==> src/rtl/pt_fifo_flex.sv <==
// Parametrised synchronous FIFO with optional fall-through, flush, watermarks and peak tracking.
// Handles any DEPTH >= 2, including non-power-of-2, via explicit pointer wrap.
module pt_fifo_flex #(
  parameter type         DATA_T       = logic [31:0],
  parameter int unsigned DEPTH        = 8,
  parameter int unsigned HWM          = DEPTH - 1,
  parameter int unsigned LWM          = 1,
  parameter bit          FALL_THROUGH = 1'b0,
  localparam int unsigned COUNT_W     = $clog2(DEPTH + 1),
  localparam int unsigned PTR_W       = ($clog2(DEPTH) > 1) ? $clog2(DEPTH) : 1
) (
  input  logic               i_clk,
  input  logic               i_rst_n,
  input  logic               i_flush,
  input  logic               i_clr_peak,
  input  DATA_T              i_wr_data,
  input  logic               i_wr_valid,
  output logic               o_wr_ready,
  output DATA_T              o_rd_data,
  output logic               o_rd_valid,
  input  logic               i_rd_ready,
  output logic [COUNT_W-1:0] o_level,
  output logic               o_full,
  output logic               o_empty,
  output logic               o_hwm,
  output logic               o_lwm,
  output logic [COUNT_W-1:0] o_peak
);

  if (DEPTH < 2) begin : g_depth_chk
    $error("pt_fifo_flex: DEPTH must be >= 2");
  end

  localparam logic [PTR_W-1:0]   LAST_PTR  = PTR_W'(DEPTH - 1);
  localparam logic [COUNT_W-1:0] FULL_LVL  = COUNT_W'(DEPTH);
  localparam bit                 HWM_RST   = (HWM == 0);

  DATA_T               mem_q [DEPTH];
  logic [PTR_W-1:0]    head_q, head_d;
  logic [PTR_W-1:0]    tail_q, tail_d;
  logic [COUNT_W-1:0]  level_q, level_d;
  logic [COUNT_W-1:0]  peak_q, peak_d;
  logic                full_q, empty_q, hwm_q, lwm_q;

  logic                push_c, pop_c, bypass_c, wr_en_c, rd_en_c;
  logic                rd_valid_c;
  DATA_T               rd_data_c;

  // Read port: storage head-of-line, or the write port itself when bypassing an empty FIFO.
  always_comb begin
    rd_valid_c = !empty_q;
    rd_data_c  = mem_q[tail_q];
    if (FALL_THROUGH && empty_q) begin
      rd_valid_c = i_wr_valid;
      rd_data_c  = i_wr_data;
    end
    if (i_flush) begin
      rd_valid_c = 1'b0;
    end
  end

  assign o_wr_ready = !full_q && !i_flush;
  assign o_rd_valid = rd_valid_c;
  assign o_rd_data  = rd_data_c;

  assign push_c   = i_wr_valid && o_wr_ready;
  assign pop_c    = rd_valid_c && i_rd_ready;
  // A bypassed beat that is consumed in the same cycle never touches storage.
  assign bypass_c = FALL_THROUGH && empty_q && push_c && pop_c;
  assign wr_en_c  = push_c && !bypass_c;
  assign rd_en_c  = pop_c && !bypass_c;

  // Next-state for pointers, level and peak.
  always_comb begin
    head_d  = head_q;
    tail_d  = tail_q;
    level_d = level_q;
    peak_d  = peak_q;

    if (wr_en_c) begin
      head_d = (head_q == LAST_PTR) ? '0 : head_q + PTR_W'(1);
    end
    if (rd_en_c) begin
      tail_d = (tail_q == LAST_PTR) ? '0 : tail_q + PTR_W'(1);
    end
    level_d = level_q + COUNT_W'(wr_en_c) - COUNT_W'(rd_en_c);

    if (i_flush) begin
      head_d  = '0;
      tail_d  = '0;
      level_d = '0;
    end

    if (i_clr_peak) begin
      peak_d = level_d;
    end else if (level_d > peak_q) begin
      peak_d = level_d;
    end
  end

  always_ff @(posedge i_clk or negedge i_rst_n) begin
    if (!i_rst_n) begin
      head_q  <= '0;
      tail_q  <= '0;
      level_q <= '0;
      peak_q  <= '0;
      full_q  <= 1'b0;
      empty_q <= 1'b1;
      hwm_q   <= HWM_RST;
      lwm_q   <= 1'b1;
    end else begin
      head_q  <= head_d;
      tail_q  <= tail_d;
      level_q <= level_d;
      peak_q  <= peak_d;
      full_q  <= (level_d == FULL_LVL);
      empty_q <= (level_d == '0);
      hwm_q   <= (32'(level_d) >= HWM);
      lwm_q   <= (32'(level_d) <= LWM);
    end
  end

  always_ff @(posedge i_clk or negedge i_rst_n) begin
    if (!i_rst_n) begin
      for (int i = 0; i < int'(DEPTH); i++) begin
        mem_q[i] <= '0;
      end
    end else if (wr_en_c) begin
      mem_q[head_q] <= i_wr_data;
    end
  end

  assign o_level = level_q;
  assign o_peak  = peak_q;
  assign o_full  = full_q;
  assign o_empty = empty_q;
  assign o_hwm   = hwm_q;
  assign o_lwm   = lwm_q;

endmodule

==> config.mk <==
export PLATFORM = sky130hd
export DESIGN_NAME = pt_fifo_flex
export DESIGN_NICKNAME = d
export VERILOG_FILES = /design/src/rtl/pt_fifo_flex.sv
export SDC_FILE = /design/constraint.sdc
export NUM_CORES = 1
export LEC_CHECK = 0
export BUFFER_PORTS_ARGS = -buffer_cell sky130_fd_sc_hd__buf_4
export CAP_MARGIN = 40
export CORE_ASPECT_RATIO = 0.6
export CORE_UTILIZATION = 50
export CTS_BUF_LIST = sky130_fd_sc_hd__clkbuf_16
export CTS_CLUSTER_SIZE = 28
export DETAILED_ROUTE_END_ITERATION = 6
export PLACE_DENSITY = 0.71
export SETUP_SLACK_MARGIN = 0.4
export SYNTH_ARGS = -nofsm -noshare
export SYNTH_HDL_FRONTEND = slang
export SYNTH_SLANG_ARGS = --single-unit
==> constraint.sdc <==
create_clock -name i_clk -period 3.5 [get_ports i_clk]
set_input_delay 0.7 -clock i_clk [delete_from_list [all_inputs] [get_ports i_clk]]
set_output_delay 0.7 -clock i_clk [all_outputs]
set_load 0.03 [all_outputs]
==> flow_summary.toml <==
[clock_tree]
insertion_delay_ps = 540
postCtsHoldBufs = 0
htreeDepth = 1
clock_path_buffers = 3
tritoncts_num_sinks = 274
cts_tree = "built"
path_clk_slew_ps = 60
cts_inserted_buffers = 27
root_buffer = "clkbuf_16"

[place]
dp_hpwl_um = 16900
placed_area_um2 = 13500
gp_congestion = 0.772
placed_cells = 1143
port_buffers = 83

[power_and_ir_drop]
power_density_nw_per_um2 = 784
leakagePower_uw = 0.00683
peakVddDrop_mv = 0.395

[synthesis]
yosysUniqueCellTypes = 34
synth_area_um2 = 12400
yosys_warnings = 0
synth_async_sr_flop_share_pct = 100
synth-seq-cells = 274
ys_seq_area_share_pct = 55.2
synth_edf_count = 0
synth_nets = 807
syn_avg_cell_area_um2 = 16.4
postSynthCellCount = 756
synthFlopType = "dfrtp_1"

[critical_path]
r2r_setup_slack_ps = 470
timing.rr.start = "o_empty"
startpoint = "tail_q[0]"
crit_type = "reg -> out"
crit_path_end_kind = "output port"
crit_required_ps = 2800
path_max_fanout = 27
reg2regPathDepth = 13
crit_path_start_kind = "flop"
reg2reg_to = "o_peak[1]"
worstPathArrival_ps = 2340
crit_end = "o_rd_data[18]"

[global_routing]
grt_first_pass_wirelength_um = 43500
grt_max_degree = 79
antenna_found_initial = 1
overflow = 0
grtUsageTotal_pct = 22.4
grt_pass1_vias = 7755

[layout]
fin_area_um2 = 14500
diodes = 0
final_util_pct = 59.7
nets = 910
final_cell_mix = "277 x mux2_2, 268 x dfrtp_1, 108 x buf_4"
areaGrowthSynthToFinish_pct = 16.7
layout_commonest_cell = "mux2_2"
drive_gt1_share_pct = 60.0
stdcell_count = 1200

[sta]
min_period_ps = 3040
setup_viol = 0
drv_slew = 0
relSlewSlack_pct = 50.2
clock.fmax_ghz = 0.329
worst_clock_skew_ps = 11.8
worst_hold_slack_ps = 87.2
period_share_pct = 86.9
worst_slew_pin_slew_ps = 744
rsz0062_at_grt = "yes"
setup_tns_ps = 0
hold_viol_final = 0

[floorplanning]
die_h_um = 124
io_pins = 84
fp.dieArea_um2 = 25500
coreArea_um2 = 24300
rows = 44
die-width_um = 205
start_util_pct = 51.2

[drt]
vias = 6899
drt_pre_antenna_iters = 4
viasPerCell = 5.75
drt-wirelength-per-cell_um = 22.7
drtIter0Drc = 347
routed_wl_um = 27200
ant_nets = 0
drcViolationCount = 0

[run_status]
status = "finished, final reports clean"

[flow_run]
maxCapViolations = 0

[worst_hold_path]
hold_class = "in -> async"
## metrics by stage
step / power, uW / setup WS [ps]
CTS: 11300 / 402
detailed placement: 8550 / -127
global placement: 8320 / 6.68
finish: 11400 / 458
global route: 12000 / 375
floorplan: 7240 / 97.5
## kinds of logic after synthesis
| family | Yosys count | synth area share, % |
|---|---|---|
| buffers and inverters | 57 | 2.73 |
| XOR/XNOR | 2 | 0.141 |
| AO/OA/AOI/OAI | 12 | 0.564 |
| AND/OR/NAND/NOR | 42 | 1.91 |
| adder cells (fa/ha/maj) | 13 | 1.37 |
| multiplexers | 356 | 38.1 |
| flip-flops | 274 | 55.2 |
## metal layers
metal  up-vias  track usage (%)  part of all wire (%)
met1      3714             30.7                    45
met5         -                0                 0.029
met2       119             38.3                    49
li1       3027                -                     -
met3        37             3.69                   4.0
met4         2             4.54                   1.5
## flip-flops by register name, indices dropped and copies added (netlist names)
register	count
tail_q	3
o_level	4
o_full	1
head_q	3
o_hwm	1
o_empty	1
mem_q	256
o_peak	4
o_lwm	1
## worst max-delay path, cell delays in order (launching register included)
cell and delay (ps):
dfrtp_4 470, buf_16 240, mux4_2 550, mux2_2 340, buf_4 180
## synthesized netlist by cell type, types with 5 or more instances
library cell,instances,area share (%)
inv_1,12,0.36
dfrtp_1,272,55
nor2_1,7,0.21
o21ai_0,5,0.20
mux4_2,64,12
buf_2,19,0.77
nor2b_1,5,0.25
buf_6,12,1.1
clkbuf_1,6,0.18
mux2_2,280,25
nand2_1,11,0.33
mux2_1,11,1.0
buf_1,5,0.15
ha_1,12,1.2
## layout make-up
| type | count | area (um^2) |
|---|---|---|
| inverter | 12 | 45.0 |
| fill | 1792 | 9780 |
| sequential | 274 | 6870 |
| clock buffer | 27 | 676 |
| clock inverter | 21 | 116 |
| multi-input combinational | 425 | 5360 |
| tap | 322 | 403 |
| timing repair buffer | 119 | 1030 |
## how the worst min path moves through the flow
stage | from | endpoint | slack [ps] | cells past startpoint
6_report | i_rst_n | mem_q[136] | 90 | 1
5_1_grt | i_rst_n | mem_q[232] | 110 | 1
4_1_cts | i_rst_n | mem_q[232] | 100 | 1
3_5_place_dp | mem_q[19] | mem_q[19] | 470 | 1
3_3_place_gp | mem_q[60] | mem_q[60] | 460 | 1
2_1_floorplan | i_rst_n | head_q[0] | 400 | 0
## where the power goes
group          internal, uW  switching (uW)
sequential             4070             496
combinational          2210            1930
clock                  1460            1190
total                  7750            3620
## timing repair
| action | 4_1_cts | 5_1_grt |
|---|---|---|
| resized for setup | 6 | 11 |
| pin swaps | 4 | 8 |
| setup buffers | 5 | 4 |
| endpoints found under the setup margin | 31 | 6 |
(Power assumes the default switching activity.)
